==> src/rtl/ai_policy_engine.sv <==
// ai_policy_engine: projects and sorts balls, encodes ball/paddle relations into a Q-table address, returns the ROM action
module ai_policy_engine #(
    parameter int NUM_BALLS       = 5,
    parameter int NUM_PADDLES     = 2,
    parameter int COORD_W         = 11,
    parameter int LOOKAHEAD       = 3,
    parameter int HALF_PAD_HEIGHT = 40,
    parameter int ADDR_W          = 16,
    parameter int MEM_LAT         = 1
) (
    input  logic                           clk,
    input  logic                           rst,
    input  logic                           start,
    input  logic [NUM_BALLS*COORD_W-1:0]   ball_posx,
    input  logic [NUM_BALLS*COORD_W-1:0]   ball_posy,
    input  logic [NUM_BALLS*COORD_W-1:0]   ball_velx,
    input  logic [NUM_BALLS*COORD_W-1:0]   ball_vely,
    input  logic [NUM_PADDLES*COORD_W-1:0] paddle_posy,
    output logic [ADDR_W-1:0]              mem_addr,
    input  logic [1:0]                     mem_rdata,
    output logic [2:0]                     action,
    output logic                           action_valid,
    output logic                           busy
);
    localparam int CW = $clog2(NUM_BALLS * NUM_PADDLES + NUM_BALLS + MEM_LAT + 1);
    localparam int KW = $clog2(NUM_BALLS);
    localparam int PW = NUM_PADDLES > 1 ? $clog2(NUM_PADDLES) : 1;
    localparam int XW = COORD_W + 2;
    typedef enum logic [1:0] {IDLE, SORT, ENCODE, FETCH} state_t;
    state_t state;
    logic signed [COORD_W-1:0] fx [NUM_BALLS];
    logic signed [COORD_W-1:0] fy [NUM_BALLS];
    logic signed [COORD_W-1:0] nfx [NUM_BALLS];
    logic signed [COORD_W-1:0] nfy [NUM_BALLS];
    logic signed [COORD_W-1:0] cfx [NUM_BALLS];
    logic signed [COORD_W-1:0] cfy [NUM_BALLS];
    logic signed [COORD_W-1:0] pad [NUM_PADDLES];
    logic [CW-1:0] cnt;
    logic [KW-1:0] k;
    logic [PW-1:0] p;
    logic [ADDR_W-1:0] acc, acc_next;
    logic [1:0] digit;
    logic signed [XW-1:0] yk, top, bot;
    assign busy = state != IDLE;
    always_comb begin
        for (int i = 0; i < NUM_BALLS; i++) begin
            cfx[i] = ball_posx[i*COORD_W +: COORD_W] + COORD_W'(LOOKAHEAD) * ball_velx[i*COORD_W +: COORD_W];
            cfy[i] = ball_posy[i*COORD_W +: COORD_W] + COORD_W'(LOOKAHEAD) * ball_vely[i*COORD_W +: COORD_W];
        end
    end
    // one odd-even transposition pass; pairs are disjoint so reading the old arrays is safe
    always_comb begin
        nfx = fx;
        nfy = fy;
        for (int i = 0; i < NUM_BALLS - 1; i++) begin
            if (i[0] == cnt[0] && fx[i] > fx[i+1]) begin
                nfx[i]   = fx[i+1];
                nfx[i+1] = fx[i];
                nfy[i]   = fy[i+1];
                nfy[i+1] = fy[i];
            end
        end
    end
    // widened compare so paddle +/- half height cannot wrap
    assign yk       = XW'(fy[k]);
    assign top      = XW'(pad[p]) + XW'(HALF_PAD_HEIGHT);
    assign bot      = XW'(pad[p]) - XW'(HALF_PAD_HEIGHT);
    assign digit    = yk > top ? 2'd1 : yk < bot ? 2'd2 : 2'd0;
    assign acc_next = acc * ADDR_W'(3) + ADDR_W'(digit);
    always_ff @(posedge clk) begin
        if (rst) begin
            state        <= IDLE;
            action       <= 3'd1;
            action_valid <= 1'b0;
            mem_addr     <= '0;
            acc          <= '0;
            cnt          <= '0;
            k            <= '0;
            p            <= '0;
        end else begin
            action_valid <= 1'b0;
            case (state)
                IDLE: if (start) begin
                    for (int i = 0; i < NUM_BALLS; i++) begin
                        fx[i] <= cfx[i] < 0 ? '0 : cfx[i];
                        fy[i] <= cfy[i] < 0 ? -cfy[i] : cfy[i];
                    end
                    for (int j = 0; j < NUM_PADDLES; j++)
                        pad[j] <= paddle_posy[j*COORD_W +: COORD_W];
                    acc   <= '0;
                    cnt   <= '0;
                    state <= SORT;
                end
                SORT: begin
                    fx  <= nfx;
                    fy  <= nfy;
                    cnt <= cnt + 1'b1;
                    if (cnt == CW'(NUM_BALLS - 1)) begin
                        k     <= KW'(NUM_BALLS - 1);
                        p     <= PW'(NUM_PADDLES - 1);
                        state <= ENCODE;
                    end
                end
                ENCODE: begin
                    acc <= acc_next;
                    p   <= p == '0 ? PW'(NUM_PADDLES - 1) : p - 1'b1;
                    if (p == '0) k <= k - 1'b1;
                    if (k == '0 && p == '0) begin
                        mem_addr <= acc_next;
                        cnt      <= '0;
                        state    <= FETCH;
                    end
                end
                FETCH: begin
                    cnt <= cnt + 1'b1;
                    if (cnt == CW'(MEM_LAT - 1)) begin
                        action       <= {1'b0, mem_rdata} + 3'd1;
                        action_valid <= 1'b1;
                        state        <= IDLE;
                    end
                end
                default: state <= IDLE;
            endcase
        end
    end
endmodule
==> config.mk <==
export PLATFORM = sky130hd
export DESIGN_NAME = ai_policy_engine
export DESIGN_NICKNAME = d
export VERILOG_FILES = /design/src/rtl/ai_policy_engine.sv
export SDC_FILE = /design/constraint.sdc
export NUM_CORES = 1
export LEC_CHECK = 0
export CAP_MARGIN = 20
export CORE_MARGIN = 5
export CORE_UTILIZATION = 37
export DETAILED_ROUTE_END_ITERATION = 6
export PLACE_DENSITY_LB_ADDON = 0.3
export SETUP_SLACK_MARGIN = 0.1
export SYNTH_ARGS = -nofsm -noshare
export SYNTH_HDL_FRONTEND = slang
export SYNTH_SLANG_ARGS = --single-unit
==> constraint.sdc <==
create_clock -name clk -period 5.7 [get_ports clk]
set_clock_uncertainty 0.1 [all_clocks]
set_input_delay 0.57 -clock clk [delete_from_list [all_inputs] [get_ports clk]]
set_output_delay 0.57 -clock clk [all_outputs]
set_load 0.05 [all_outputs]
==> out/results.md, run 1 <==
| Stage | Metric | Value |
| --- | --- | --- |
| place | Total half-perimeter wirelength after legalization and detailed placement | 38300 um |
| cells and area | Finished Core Util | 0.4595 |
| critical path | Crit. End Element | flip-flop |
| logic synthesis | Number of synthesized flops with an enable pin | 132 |
| die | Chip width | 228.5 um |
| clock tree | CTS tree | yes |
| clock tree | Later-pin clock latency in the skew report | 0.45 ns |
| logic synthesis | Sequential-to-total area share from yosys stat | 0.2787 |
| routing | Routed wire length | 46940 um |
| timing | Count of final hold-check violations | 0 |
| timing | Time the worst path needs with I/O delays and setup | 5.213 ns |
| pwr | Maximum vdd ir drop | 0.2162 mV |
| pwr | Switching part of the total power | 0.4280 |
| critical path | R2r worst-path depth | 24 |
| logic synthesis | Dominant synthesized flop cell | sky130_fd_sc_hd__edfxtp_1 |
| pwr | Clk pwr share | 0.151 |
| logic synthesis | Synthesized instance count | 1803 |
| timing | Final worst-path cycle share | 0.9145 |
| global routing | Overall global routing resource usage | 0.1776 |
| critical path | Worst Path Required | 5.99 ns |
| die | Die Footprint | 0.05223 mm2 |
| timing | Setup repair after global routing missed its margin | false |
| routing | Vias per inst | 5.414 |
| place | Pre-CTS setup slack | 0.04230 ns |
| timing | FMAX | 191.8 MHz |
| die | Die Height | 228.5 um |
| pwr | Combinational fraction of design power | 0.557 |
| cells and area | Fraction of final layout cells with drive strength greater than 1 | 0.04714 |
| clock tree | Clock-pin slew on the worst setup and hold paths | 0.06 ns |
| routing | First-pass detailed-route iteration total | 6 |
| clock tree | Setup bufs post-CTS | 0 |
| run | Total of max-cap violations | 0 |
| timing | TNS Setup | 0 ns |
| global routing | Remaining Overflow, GRT | 0 |
| pwr | Pwr dens | 366.7 mW/mm2 |
| clock tree | Maximum level of the CTS H-tree | 4 |
| routing | First DRT Iteration DRCs | 1017 |
| critical path | Worst Path Class, Setup | reg -> reg |
| pwr | Internal | 0.004573 W |
| timing | Number of pins with negative max-slew slack in the final report | 0 |
| run status | Result of the run | finished, final reports clean |
| place | Placer congestion estimate | 0.9189 |
| logic synthesis | Unique masters post-synth | 77 |
| cells and area | Antenna Cells | 0 |
| global routing | Global-route wire length before repair | 76820 um |
| clock tree | Root buf cell | sky130_fd_sc_hd__clkbuf_16 |
| die | Number of top-level pins | 268 |
| logic synthesis | Mapped Avg Cell Area | 9.800 um2 |
| min path | Hold Path Stages | 2 |
| critical path | Crit path max fanout | 4 |
| clock tree | Number of clock buffers inserted by TritonCTS | 17 |
| clock tree | Buffer levels on the longest clock path | 2 |
| critical path | Worst setup SP type | flip-flop |
| logic synthesis | Area of the mapped netlist | 0.01767 mm2 |
| timing | Tightest Pin Transition | 0.9897 ns |
| timing | Relative slew slack | 0.3402 |
| pwr | Seq pwr share | 0.292 |
| min path | Endpoint of the worst hold-timing path | mem_addr[5] |
| critical path | Worst reg2reg endpoint | mem_addr[15] |
| die | Row cnt | 80 |
| critical path | Worst setup slack for register-to-register paths | 0.49 ns |
| place | Port Buffer Count | 267 |
| clock tree | Clock sinks | 180 |
| critical path | Worst EP arrival | 5.50 ns |
| min path | Hold path startpoint | mem_addr[5] |
| routing | Final ANT Viol Nets | 0 |
| min path | Path class of the lowest-slack min-delay path | reg -> reg |
| logic synthesis | Count of yosys warnings during synthesis | 0 |
| logic synthesis | Fraction of registers with async set or reset after synthesis | 0 |
| routing | Total number of vias | 14580 |
| clock tree | CTS Hold Buffers Added | 0 |
| pwr | Leakage | 8.668 nW |
| cells and area | Net count reported at finish | 2624 |
| logic synthesis | Post-Synthesis Net Count | 2360 |
| logic synthesis | Flops & latches, synth | 180 |
| cells and area | Cell Count, Final, Fillers Out | 2694 |
| cells and area | Area overhead of the layout relative to synthesis | 23.39% |
| timing | Final worst slack | 0.4873 ns |
| timing | Number of failing setup endpoints in the final timing report | 0 |
| cells and area | FILL cells | 4577 |
| place | Count of placed standard cells including taps | 2663 |
| routing | Count of unresolved DRC violations after routing | 0 |
| die | Effective utilization at floorplan | 0.3724 |
| global routing | Initial antenna violation count | 0 |
| global routing | Largest net degree at the start of global routing | 59 |
| global routing | Vias in the first global route | 14880 |
| pwr | Switching power | 0.003422 W |
| die | Core region area | 0.04745 mm2 |
| routing | Avg WL per Cell | 17.42 um |
==> synth_stat cells (10+ instances only) <==
cell / instances / area, um2
sky130_fd_sc_hd__edfxtp_1: 132 / 3964
sky130_fd_sc_hd__a21oi_1: 123 / 615.6
sky130_fd_sc_hd__a21o_1: 43 / 322.8
sky130_fd_sc_hd__xor2_1: 45 / 394.1
sky130_fd_sc_hd__nor3_1: 41 / 205.2
sky130_fd_sc_hd__nor3b_1: 15 / 112.6
sky130_fd_sc_hd__mux2i_1: 53 / 530.5
sky130_fd_sc_hd__o21ai_0: 113 / 565.5
sky130_fd_sc_hd__a211oi_1: 13 / 97.59
sky130_fd_sc_hd__a22oi_1: 47 / 352.8
sky130_fd_sc_hd__nor2_1: 138 / 518.0
sky130_fd_sc_hd__a22o_1: 26 / 227.7
sky130_fd_sc_hd__inv_1: 105 / 394.1
sky130_fd_sc_hd__clkbuf_1: 40 / 150.1
sky130_fd_sc_hd__nand2b_1: 15 / 93.84
sky130_fd_sc_hd__o21a_1: 24 / 180.2
sky130_fd_sc_hd__nand2_1: 85 / 319.1
sky130_fd_sc_hd__o2bb2ai_1: 10 / 87.58
sky130_fd_sc_hd__fa_1: 102 / 2042
sky130_fd_sc_hd__o21bai_1: 10 / 75.07
sky130_fd_sc_hd__o211ai_1: 13 / 97.59
sky130_fd_sc_hd__nand4_1: 22 / 137.6
sky130_fd_sc_hd__dfxtp_1: 48 / 960.9
sky130_fd_sc_hd__xnor2_1: 112 / 980.9
sky130_fd_sc_hd__ha_1: 208 / 2603
sky130_fd_sc_hd__nor2b_1: 23 / 143.9
sky130_fd_sc_hd__a31oi_1: 11 / 68.82
sky130_fd_sc_hd__nand3_1: 24 / 120.1
==> routing by layer <==
| layer | global-route usage | vias to the layer above | wire length, um |
|---|---|---|---|
| li1 | - | 7195 | - |
| met4 | 0.03706 | 0 | 601 |
| met2 | 0.2955 | 335 | 22190 |
| met3 | 0.02720 | 38 | 2173 |
| met5 | 0 | - | 0 |
| met1 | 0.2469 | 7016 | 21970 |
==> registers in the layout, summed over array words and instances (netlist names), named ones only <==
signal / cells
pad: 22
action_valid: 1
p: 1
fx: 55
fy: 55
acc: 16
cnt: 5
k: 3
action: 3
state: 2
mem_addr: 16
==> worst max-delay path, stage by stage (launching register included) <==
cell	delay (ns)
sky130_fd_sc_hd__dfxtp_2	0.35
sky130_fd_sc_hd__mux2i_2	0.16
sky130_fd_sc_hd__ha_1	0.22
sky130_fd_sc_hd__or2_2	0.32
sky130_fd_sc_hd__nand2_1	0.09
sky130_fd_sc_hd__xnor2_1	0.11
sky130_fd_sc_hd__ha_1	0.26
sky130_fd_sc_hd__a211o_1	0.28
sky130_fd_sc_hd__o22a_1	0.21
sky130_fd_sc_hd__nand4_1	0.11
sky130_fd_sc_hd__a21oi_1	0.05
sky130_fd_sc_hd__nor4bb_1	0.31
sky130_fd_sc_hd__o21bai_1	0.12
sky130_fd_sc_hd__fa_1	0.44
sky130_fd_sc_hd__inv_1	0.07
sky130_fd_sc_hd__ha_1	0.16
sky130_fd_sc_hd__inv_1	0.06
sky130_fd_sc_hd__fa_1	0.39
sky130_fd_sc_hd__nor2b_1	0.13
sky130_fd_sc_hd__o21ai_1	0.10
sky130_fd_sc_hd__a211oi_2	0.25
sky130_fd_sc_hd__nor2_1	0.10
sky130_fd_sc_hd__or3b_4	0.43
sky130_fd_sc_hd__a211o_1	0.27
sky130_fd_sc_hd__nand3_1	0.07
==> per-stage QoR <==
step	cell area, um2	power (W)	hold WS [ns]
5_1_grt	21800	0.008657	0.3697
4_1_cts	21750	0.008023	0.3578
3_5_place_dp	21180	0.006786	0.3484
6_report	21800	0.007995	0.3526
3_3_place_gp	21160	0.006685	0.3445
2_1_floorplan	17670	0.005344	0.3589
==> logic make-up after synthesis <==
group	Yosys count	synth area share
xor gates and xnor gates	157	0.07782
AOI/OAI and AO/OA	507	0.1877
and+or+nand+nor	429	0.1216
buffers and inverters	157	0.03427
muxes	63	0.03703
DFF	180	0.2787
adders and majority gates	310	0.2629
==> area by class of cell <==
cell class                 count  area, um2  share of cell area
sequential                   180       4928              0.2261
tap                          615      769.5             0.03529
multi-input combinational   1466      12220              0.5605
clock buffer                  20      436.7             0.02003
clock inverter                11      136.4            0.006255
timing repair buffer         297       2917              0.1338
inverter                     105      394.1             0.01808
==> how the worst max path moves through the flow <==
stage / start / endpoint / slack [ns] / cells past startpoint
after floorplan: flip-flop / mem_addr[15] / 0.14 / 25
after global placement: k[0] / mem_addr[15] / 0.23 / 23
after detailed placement: k[0] / mem_addr[15] / 0.04 / 23
after CTS: k[0] / mem_addr[15] / 0.12 / 23
after global routing: flip-flop / mem_addr[15] / 0.13 / 24
final: flip-flop / mem_addr[15] / 0.49 / 24
==> cell usage in the layout, fill, tap and decap left out, drive strengths merged, types with 9 or more instances in the layout <==
master,instances
xnor2,112
nand2b,15
a31oi,11
a211oi,13
fa,102
mux2,9
a22o,27
dfxtp,48
clkdlybuf4s50,267
edfxtp,132
o21a,24
a21oi,123
o2bb2ai,10
xor2,45
o211ai,13
nand3,24
nor2,138
and3,9
mux2i,53
o21ai,117
nor2b,23
nand2,85
buf,30
o22ai,9
a21o,45
nor3b,15
ha,208
nor3,41
o21bai,10
clkbuf,20
a22oi,47
nand4,22
inv,105
==> repair_timing <==
item / in CTS / in global routing
pin swaps: 0 / 3
endpoints found under the setup margin: 2 / 8
gates resized for setup: 1 / 17
endpoints found under the hold margin: 0 / 0
==> power by group through the flow <==
| stage | sequential, W | clock (W) | combinational, W |
|---|---|---|---|
| floorplan | 0.00220 | 0 | 0.00315 |
| global placement | 0.00234 | 0 | 0.00434 |
| detailed placement | 0.00234 | 0 | 0.00445 |
| CTS | 0.00232 | 0.00124 | 0.00447 |
| global route | 0.00236 | 0.00128 | 0.00502 |
| finish | 0.00233 | 0.00121 | 0.00445 |
No activity file was read; power rests on OpenSTA's default activity.
==> run 2: changes to the inputs <==
--- a/config.mk
+++ b/config.mk
@@ -7,7 +7,7 @@
 export LEC_CHECK = 0
 export CAP_MARGIN = 20
 export CORE_MARGIN = 5
-export CORE_UTILIZATION = 37
+export CORE_UTILIZATION = 51
 export DETAILED_ROUTE_END_ITERATION = 6
 export PLACE_DENSITY_LB_ADDON = 0.3
 export SETUP_SLACK_MARGIN = 0.1
==> run 2 against run 1 <==
Largest cell class unchanged. Power barely moved. The flow now finishes with violations (DRC). Critical path depth did not move. Non-clock buffer count rose by 1. Final area fell by 0.88%. Combinational power barely moved. Routed wire length fell by 4.9%. Largest power group unchanged. Sequential power barely moved. Sequential cell count did not move. Maximum frequency fell by 3.1%. Clock power barely moved.
==> out/results.md, run 2 (synthesized netlist as in run 1, its figures left out) <==
| Stage | Metric | Value |
| --- | --- | --- |
| cells and area | Finished Core Util | 0.6287 |
| place | Total half-perimeter wirelength after legalization and detailed placement | 36230 um |
| critical path | Worst setup SP type | flip-flop |
| critical path | R2r worst-path depth | 24 |
| critical path | CP cell instances | mux2i_2 > ha_1 > or2_2 > nand2_1 > xnor2_1 > ha_1 > a211o_1 > o22a_1 > nand4_1 > a21oi_1 > nor4bb_1 > o21bai_1 > fa_1 > inv_1 > ha_1 > inv_1 > fa_1 > nor2b_1 > o21ai_1 > a211oi_2 > nor2_1 > or3b_2 > a211o_1 > nand3_1 |
| timing | TNS Setup | 0 ns |
| min path | Path class of the lowest-slack min-delay path | reg -> reg |
| clock tree | Maximum level of the CTS H-tree | 4 |
| timing | Number of pins with negative max-slew slack in the final report | 0 |
| place | Placer congestion estimate | 0.9364 |
| global routing | Vias in the first global route | 14480 |
| routing | Avg WL per Cell | 17.61 um |
| timing | Final worst-path cycle share | 0.9439 |
| cells and area | FILL cells | 2872 |
| cells and area | Fraction of final layout cells with drive strength greater than 1 | 0.04904 |
| clock tree | Number of clock buffers inserted by TritonCTS | 17 |
| die | Die Height | 196.1 um |
| run | Total of max-cap violations | 0 |
| timing | Count of final hold-check violations | 0 |
| run status | Result of the run | finished with violations |
| critical path | Total stage count of the critical path | 24 |
| cells and area | Antenna Cells | 0 |
| timing | Setup repair after global routing missed its margin | true |
| critical path | Worst setup slack for register-to-register paths | 0.32 ns |
| cells and area | Largest registers | fx: 55 flops, fy: 55 flops, pad: 22 flops |
| routing | Routed wire length | 44650 um |
| die | Row cnt | 68 |
| die | Core region area | 0.03437 mm2 |
| pwr | Leakage | 8.678 nW |
| timing | Time the worst path needs with I/O delays and setup | 5.380 ns |
| timing | FMAX | 185.9 MHz |
| cells and area | Area overhead of the layout relative to synthesis | 22.31% |
| clock tree | CTS Hold Buffers Added | 0 |
| cells and area | Commonest non-fill, non-tap cells in the layout | sky130_fd_sc_hd__clkdlybuf4s50_1, sky130_fd_sc_hd__ha_1, sky130_fd_sc_hd__nor2_1 |
| cells and area | Post-route standard cell area excluding fillers | 0.02161 mm2 |
| routing | Final ANT Viol Nets | 0 |
| die | Effective utilization at floorplan | 0.5141 |
| critical path | Biggest cell delay along the critical path | 0.52 ns |
| run status | Violated checks | DRC |
| timing | Tightest Pin Transition | 0.9268 ns |
| critical path | Kind of cell with the highest combined delay on the critical path | simple AND/OR/NAND/NOR gates |
| global routing | Global-route wire length before repair | 71960 um |
| global routing | Largest net degree at the start of global routing | 60 |
| clock tree | Buffer levels on the longest clock path | 2 |
| cells and area | Most frequent standard cell in the layout excluding fill and tap cells | sky130_fd_sc_hd__clkdlybuf4s50_1 |
| place | Port Buffer Count | 267 |
| routing | Vias per inst | 5.808 |
| clock tree | Root buf cell | sky130_fd_sc_hd__clkbuf_16 |
| critical path | Crit path to | mem_addr[15] |
| critical path | Crit path max fanout | 5 |
| die | Chip width | 196.1 um |
| timing | Number of failing setup endpoints in the final timing report | 0 |
| clock tree | Clock-pin slew on the worst setup and hold paths | 0.07 ns |
| pwr | Overall power after layout | 0.007988 W |
| routing | Total number of vias | 14720 |
| clock tree | Clock sinks | 180 |
| routing | First-pass detailed-route iteration total | 7 |
| pwr | Maximum vdd ir drop | 0.2213 mV |
| critical path | Worst Path Buf+Inv | 2 |
| timing | Final worst slack | 0.3195 ns |
| pwr | Pwr dens | 369.6 mW/mm2 |
| cells and area | Net count reported at finish | 2625 |
| critical path | Crit. End Element | flip-flop |
| timing | Relative slew slack | 0.3821 |
| critical path | Worst Path Class, Setup | reg -> reg |
| routing | Count of unresolved DRC violations after routing | 1 |
| place | Instance area after placement | 0.02097 mm2 |
| critical path | Worst EP arrival | 5.66 ns |
| critical path | Worst Path Required | 5.98 ns |
| place | Pre-CTS setup slack | 0.1323 ns |
| global routing | Initial antenna violation count | 0 |
| critical path | Most common cell type on the critical path | sky130_fd_sc_hd__ha_1 |
| global routing | Overall global routing resource usage | 0.2253 |
| critical path | Worst reg2reg endpoint | mem_addr[15] |
| die | Number of top-level pins | 268 |
| clock tree | CTS tree | yes |
| clock tree | Later-pin clock latency in the skew report | 0.44 ns |
| critical path | CP max stage cell | sky130_fd_sc_hd__or3b_2 |
| global routing | Remaining Overflow, GRT | 0 |
| routing | First DRT Iteration DRCs | 857 |
| die | Die Footprint | 0.03847 mm2 |
-- run 2: area by class of cell --
| cell class | instances | area [um2] | area share |
|---|---|---|---|
| multi-input combinational | 1466 | 12200 | 0.5645 |
| timing repair buffer | 298 | 2920 | 0.1351 |
| clock buffer | 17 | 425.4 | 0.01969 |
| sequential | 180 | 4927 | 0.2280 |
| inverter | 105 | 394.1 | 0.01824 |
| tap | 455 | 569.3 | 0.02634 |
| clock inverter | 14 | 175.2 | 0.008106 |
-- run 2: through the flow --
| stage | cells | hold WS, ns |
|---|---|---|
| final | 2535 | 0.3517 |
| after global routing | 2535 | 0.3724 |
| after CTS | 2533 | 0.3574 |
| after detailed placement | 2502 | 0.3481 |
| after global placement | 2501 | 0.3437 |
| after floorplan | 1803 | 0.3589 |
-- run 2: report_power, final --
part / switching, W / internal, W / total (W)
clock: 0.000539 / 0.000694 / 0.00123
sequential: 0.000339 / 0.00198 / 0.00232
combinational: 0.00252 / 0.00192 / 0.00444
-- run 2: per-layer routing --
layer / part of all wire / global-route usage / vias up
met5: 0 / 0 / -
met4: 0.011 / 0.04267 / 0
met3: 0.062 / 0.03400 / 32
met2: 0.47 / 0.3774 / 435
met1: 0.45 / 0.3142 / 7062
li1: - / - / 7195
-- run 2: worst register-to-register path: stages, from the launching register on --
cell	delay, ns
sky130_fd_sc_hd__dfxtp_2	0.36
sky130_fd_sc_hd__mux2i_2	0.17
sky130_fd_sc_hd__ha_1	0.22
sky130_fd_sc_hd__or2_2	0.32
sky130_fd_sc_hd__nand2_1	0.09
sky130_fd_sc_hd__xnor2_1	0.13
sky130_fd_sc_hd__ha_1	0.27
sky130_fd_sc_hd__a211o_1	0.28
sky130_fd_sc_hd__o22a_1	0.21
sky130_fd_sc_hd__nand4_1	0.09
sky130_fd_sc_hd__a21oi_1	0.05
sky130_fd_sc_hd__nor4bb_1	0.30
sky130_fd_sc_hd__o21bai_1	0.13
sky130_fd_sc_hd__fa_1	0.44
sky130_fd_sc_hd__inv_1	0.07
sky130_fd_sc_hd__ha_1	0.16
sky130_fd_sc_hd__inv_1	0.05
sky130_fd_sc_hd__fa_1	0.40
sky130_fd_sc_hd__nor2b_1	0.14
sky130_fd_sc_hd__o21ai_1	0.11
sky130_fd_sc_hd__a211oi_2	0.27
sky130_fd_sc_hd__nor2_1	0.10
sky130_fd_sc_hd__or3b_2	0.52
sky130_fd_sc_hd__a211o_1	0.28
sky130_fd_sc_hd__nand3_1	0.07
-- run 2: worst min-delay path by stage --
stage	start	to	slack, ns	cells past startpoint
6_report	mem_addr[3]	mem_addr[3]	0.35	2
2_1_floorplan	acc[15]	acc[15]	0.36	2
3_3_place_gp	mem_addr[3]	mem_addr[3]	0.34	2
4_1_cts	mem_addr[3]	mem_addr[3]	0.36	2
5_1_grt	mem_addr[7]	mem_addr[7]	0.37	2
3_5_place_dp	mem_addr[3]	mem_addr[3]	0.35	2
-- run 2: timing repair --
action / in CTS / in global routing
pin swaps: 0 / 3
setup endpoints to repair: 1 / 9
gates resized for setup: 1 / 6
setup buffers: 0 / 1
